## config.mk

```make
export PLATFORM = sky130hd
export DESIGN_NAME = interrupt_controller
export DESIGN_NICKNAME = d
export VERILOG_FILES = /design/src/rtl/interrupt_controller.sv
export SDC_FILE = /design/constraint.sdc
export NUM_CORES = 1
export LEC_CHECK = 0
export CAP_MARGIN = 20
export CORE_MARGIN = 8
export CORE_UTILIZATION = 46
export DETAILED_ROUTE_END_ITERATION = 8
export GPL_ROUTABILITY_DRIVEN = 0
export PLACE_DENSITY = 0.84
export SYNTH_ARGS = -nofsm -noshare
export SYNTH_HDL_FRONTEND = slang
export SYNTH_SLANG_ARGS = --single-unit
export TNS_END_PERCENT = 1
```

## constraint.sdc

```tcl
create_clock -name clk -period 2.4 [get_ports clk]
set_input_delay 0.36 -clock clk [delete_from_list [all_inputs] [get_ports clk]]
set_output_delay 0.36 -clock clk [all_outputs]
set_load 0.05 [all_outputs]
```

## src/rtl/interrupt_controller.sv

```systemverilog
// rtl/interrupt_controller.sv - edge-triggered 8-line priority interrupt controller
// Build macro IRQ_SYNC_EN inserts a two-flop synchronizer ahead of edge detection.
module interrupt_controller (
  input  logic       clk,
  input  logic       arst,
  input  logic [7:0] irq_in,
  input  logic [7:0] z_bus,
  input  logic       ctrl_irq_masks_wrt,
  input  logic       ctrl_int_ack,
  input  logic       ctrl_clear_all_ints,
  output logic       int_pending,
  output logic [7:0] int_vector,
  output logic [7:0] irq_status,
  output logic [7:0] irq_masks
);

  logic [7:0] sampled;
  logic [7:0] prev;
  logic [7:0] pending;
  logic [7:0] masked;
  logic [7:0] rise;
  logic [7:0] ack_clear;
  logic [2:0] win_idx;
  logic       ack_eff;

`ifdef IRQ_SYNC_EN
  logic [7:0] sync_1;
  logic [7:0] sync_2;

  always_ff @(posedge clk or posedge arst) begin
    if (arst) begin
      sync_1 <= '0;
      sync_2 <= '0;
    end else begin
      sync_1 <= irq_in;
      sync_2 <= sync_1;
    end
  end

  assign sampled = sync_2;
`else
  assign sampled = irq_in;
`endif

  assign rise        = sampled & ~prev;
  assign masked      = pending & irq_masks;
  assign int_pending = |masked;
  assign irq_status  = pending;

  // Lowest enabled index wins; scan downward so the last hit is the smallest.
  always_comb begin
    win_idx = 3'd0;
    for (int i = 7; i >= 0; i--) begin
      if (masked[i]) win_idx = 3'(i);
    end
  end

  // Clear-all suppresses the acknowledge entirely, so the vector keeps its value.
  assign ack_eff   = ctrl_int_ack & int_pending & ~ctrl_clear_all_ints;
  assign ack_clear = ack_eff ? (8'b0000_0001 << win_idx) : 8'h00;

  always_ff @(posedge clk or posedge arst) begin
    if (arst) begin
      prev       <= '0;
      pending    <= '0;
      irq_masks  <= '0;
      int_vector <= '0;
    end else begin
      prev <= sampled;
      if (ctrl_irq_masks_wrt) irq_masks <= z_bus;
      // A new edge is OR-ed in after the ack clear so a same-cycle request survives.
      if (ctrl_clear_all_ints) pending <= '0;
      else                     pending <= (pending & ~ack_clear) | rise;
      if (ack_eff) int_vector <= {4'b0000, win_idx, 1'b0};
    end
  end

endmodule

```

==> results.ini <==
[timing]
clock.fmax_mhz = 450.4
final.setup.tns_ps = 0
clock_skew_ps = 2.515
timing.final.hold_violations = 0
worst_setup_margin_ps = 179.6
final_number_of_setup_violating_endpoints = 0
tightest_slew_ps = 690.2
max-slew-margin-rel = 0.5399
min_period_over_period = 0.9252
layout_min_cycle_time_ps = 2220
rsz0062_at_grt = no
report.final.slew_viol_count = 0

[routing]
final_wirelength_um = 3020
drc = 0
drt-vias-per-instance = 5.456
dr.first_iter.drc_count = 37
ant_nets = 0
vias = 993
drtPass1Iterations = 4
routedWlPerCell_um = 16.59

[worst_setup_path]
critical_path_cell_by_cell = a22oi_1, nand4_1, dlygate4sd2_1
worstSetupPathType = reg -> out
setup.worst_path.start_class = flip-flop
cp_data_required_time_ps = 2040
crit_arrival_ps = 1860
setup.worst_path.end_class = output pin
timing.critical_path.buf_inv = 1
worstPathMaxFanout = 5
critical_path.max_stage_delay_ps = 490
cpMaxStageDelayCell = sky130_fd_sc_hd__dlygate4sd2_1
path_delay_family = buffers and inverters

[clock_network]
max-clock-path-buffers = 2
insertion_delay_ps = 320
clock_tree.root_cell = sky130_fd_sc_hd__clkbuf_4
tritoncts_clock_tree = yes
post_cts_hold_buffer_count = 0
clock_sinks = 27
clkSlewWorstSetupHoldPaths_ps = 140
cts_max_level = 1
cts_inserted_buffers = 3

[synth]
ys_seq_area_frac = 0.5720
post_synth_inst_count = 108
yosys_register_bits = 27
synth-edff-count = 0
synth-main-ff-cell = sky130_fd_sc_hd__dfrtp_1
yosys.cell_count.top_type = sky130_fd_sc_hd__dfrtp_1
synth.largest_area_cell = sky130_fd_sc_hd__dfrtp_1
post_synth_num_cell_types = 26
synth_top_cells_by_area = sky130_fd_sc_hd__dfrtp_1 57%, sky130_fd_sc_hd__mux2_2 7.6%, sky130_fd_sc_hd__nor2b_1 4.2%
yosys_warnings = 0
post_synth.cell_area_avg_sq_um = 10.94
syn-cell-area_sq_um = 1181
synth_top_cells_by_count = 27 x sky130_fd_sc_hd__dfrtp_1, 10 x sky130_fd_sc_hd__nand2_1, 10 x sky130_fd_sc_hd__nor2_1
ys_async_sr_fraction = 1.000
synth_top_area_share = 0.5720

[floorplanning]
die_width_um = 66.67
start_util = 0.4811
pin_count = 46
die_area_sq_um = 4445
fp.dieH_um = 66.67
core_sq_um = 2455
rows = 18

[power_and_ir_drop]
p_per_area_nw_per_um2 = 710.5
worst_ir_drop_vdd_mv = 0.4451
total_leakage_power_nw = 0.6942

[run_status]
status = completed

[job]
max_cap_violations = 0

[placement]
placement.io_buffers = 40
detailedPlacementHpwl_um = 2323
dpl_cell_area_sq_um = 1613
place_worst_setup_slack_ps = 314.1

[grt]
gr-total-overflow = 0
grt_pass1_wl_um = 4850
grt_util_all_layers = 0.1414
grt_start_max_net_pins = 28
antenna_found_initial = 0
number_of_global_route_vias_before_repair = 1034

[final_layout]
design_area_sq_um = 1639
area.growth.synth_to_final_pct = 38.77
num-nets-final = 174
post_route_cells_drive_above_1_share = 0.1053
antennaDiodeCount = 0

[min_path]
min_path_type = in -> async

[routing by layer]
layer	global-route usage	share of wire	vias up
met5	0	0	-
met3	0.06208	0.12	10
met2	0.2246	0.47	54
met4	0.07200	0.023	0
li1	-	-	462
met1	0.1566	0.39	467
[cell type report]
type | count | area (sq um)
fillers | 207 | 815.8
flip-flops and latches | 27 | 675.6
clock inverters | 1 | 5.005
multi-input cells | 75 | 461.7
inverters | 2 | 7.507
well taps | 30 | 37.54
repair buffers | 44 | 429.2
clock buffers | 3 | 22.52
[worst register-to-register path, delay by kind of cell (launching register included)]
family,cells,cell delay [ps]
flops,1,420
simple gates,1,70
compound gates,3,1090
[report_power, final]
part / internal, W / switching, W / total, W
sequential: 0.000501 / 0.0000424 / 0.000544
combinational: 0.000152 / 0.000275 / 0.000427
clock: 0.0000624 / 0.000131 / 0.000194
total: 0.000716 / 0.000449 / 0.00116
[what timing repair did]
action                     in CTS  in global routing
gates resized for setup         1                  0
setup endpoints to repair       1                  0
setup buffers                   0                  0
[stage by stage]
stage	power [W]	cells	hold slack, ps	util
after floorplan	0.0008184	112	391.4	-
after global placement	0.0009683	178	521.5	0.6570
after detailed placement	0.0009791	178	540.7	0.6570
after CTS	0.001168	182	396.5	0.6677
after global routing	0.001220	182	406.1	0.6677
final	0.001165	182	396.9	0.6677
[worst paths after layout]
path,startpoint,endpoint,slack (ps),depth (start not counted)
setup / recovery,irq_status[5]$_DFF_PP0_,int_pending,180,3
hold / removal,arst,irq_status[6]$_DFF_PP0_,400,3
setup reg to reg,irq_masks[6]$_DFFE_PP0P_,int_vector[1]$_DFFE_PP0P_,690,4
hold reg to reg,prev[2]$_DFF_PP0_,irq_status[2]$_DFF_PP0_,560,2
max in group asynchronous,arst,irq_masks[2]$_DFFE_PP0P_,1760,3
min in group clk,irq_in[4],prev[4]$_DFF_PP0_,480,1
[flip-flops by register name (all words and copies together) (netlist names)]
register and flops:
int_vector 3, irq_masks 8, irq_status 8, prev 8
[kinds of logic (layout without fill, tap and decap cells)]
family,after synthesis,count (layout),share of synthesized area
AND/OR/NAND/NOR,37,37,0.1525
flip-flops,27,27,0.5720
AO/OA/AOI/OAI,25,25,0.1462
buffers and inverters,10,50,0.04979
multiplexers,8,8,0.07627
other,1,5,0.003175
[cells in the final DEF, fill, tap and decap left out, types with 4 or more instances in the layout]
master	Yosys	layout
sky130_fd_sc_hd__mux2_2	8	8
sky130_fd_sc_hd__dfrtp_1	27	27
sky130_fd_sc_hd__conb_1	1	5
sky130_fd_sc_hd__a211oi_1	5	5
sky130_fd_sc_hd__nor2b_1	8	8
sky130_fd_sc_hd__buf_4	5	4
sky130_fd_sc_hd__clkdlybuf4s50_1	0	39
sky130_fd_sc_hd__nor2_1	10	10
sky130_fd_sc_hd__a21oi_1	8	8
sky130_fd_sc_hd__nand2_1	10	10
sky130_fd_sc_hd__a22oi_1	4	4
Power figures use the tool's default switching activity.
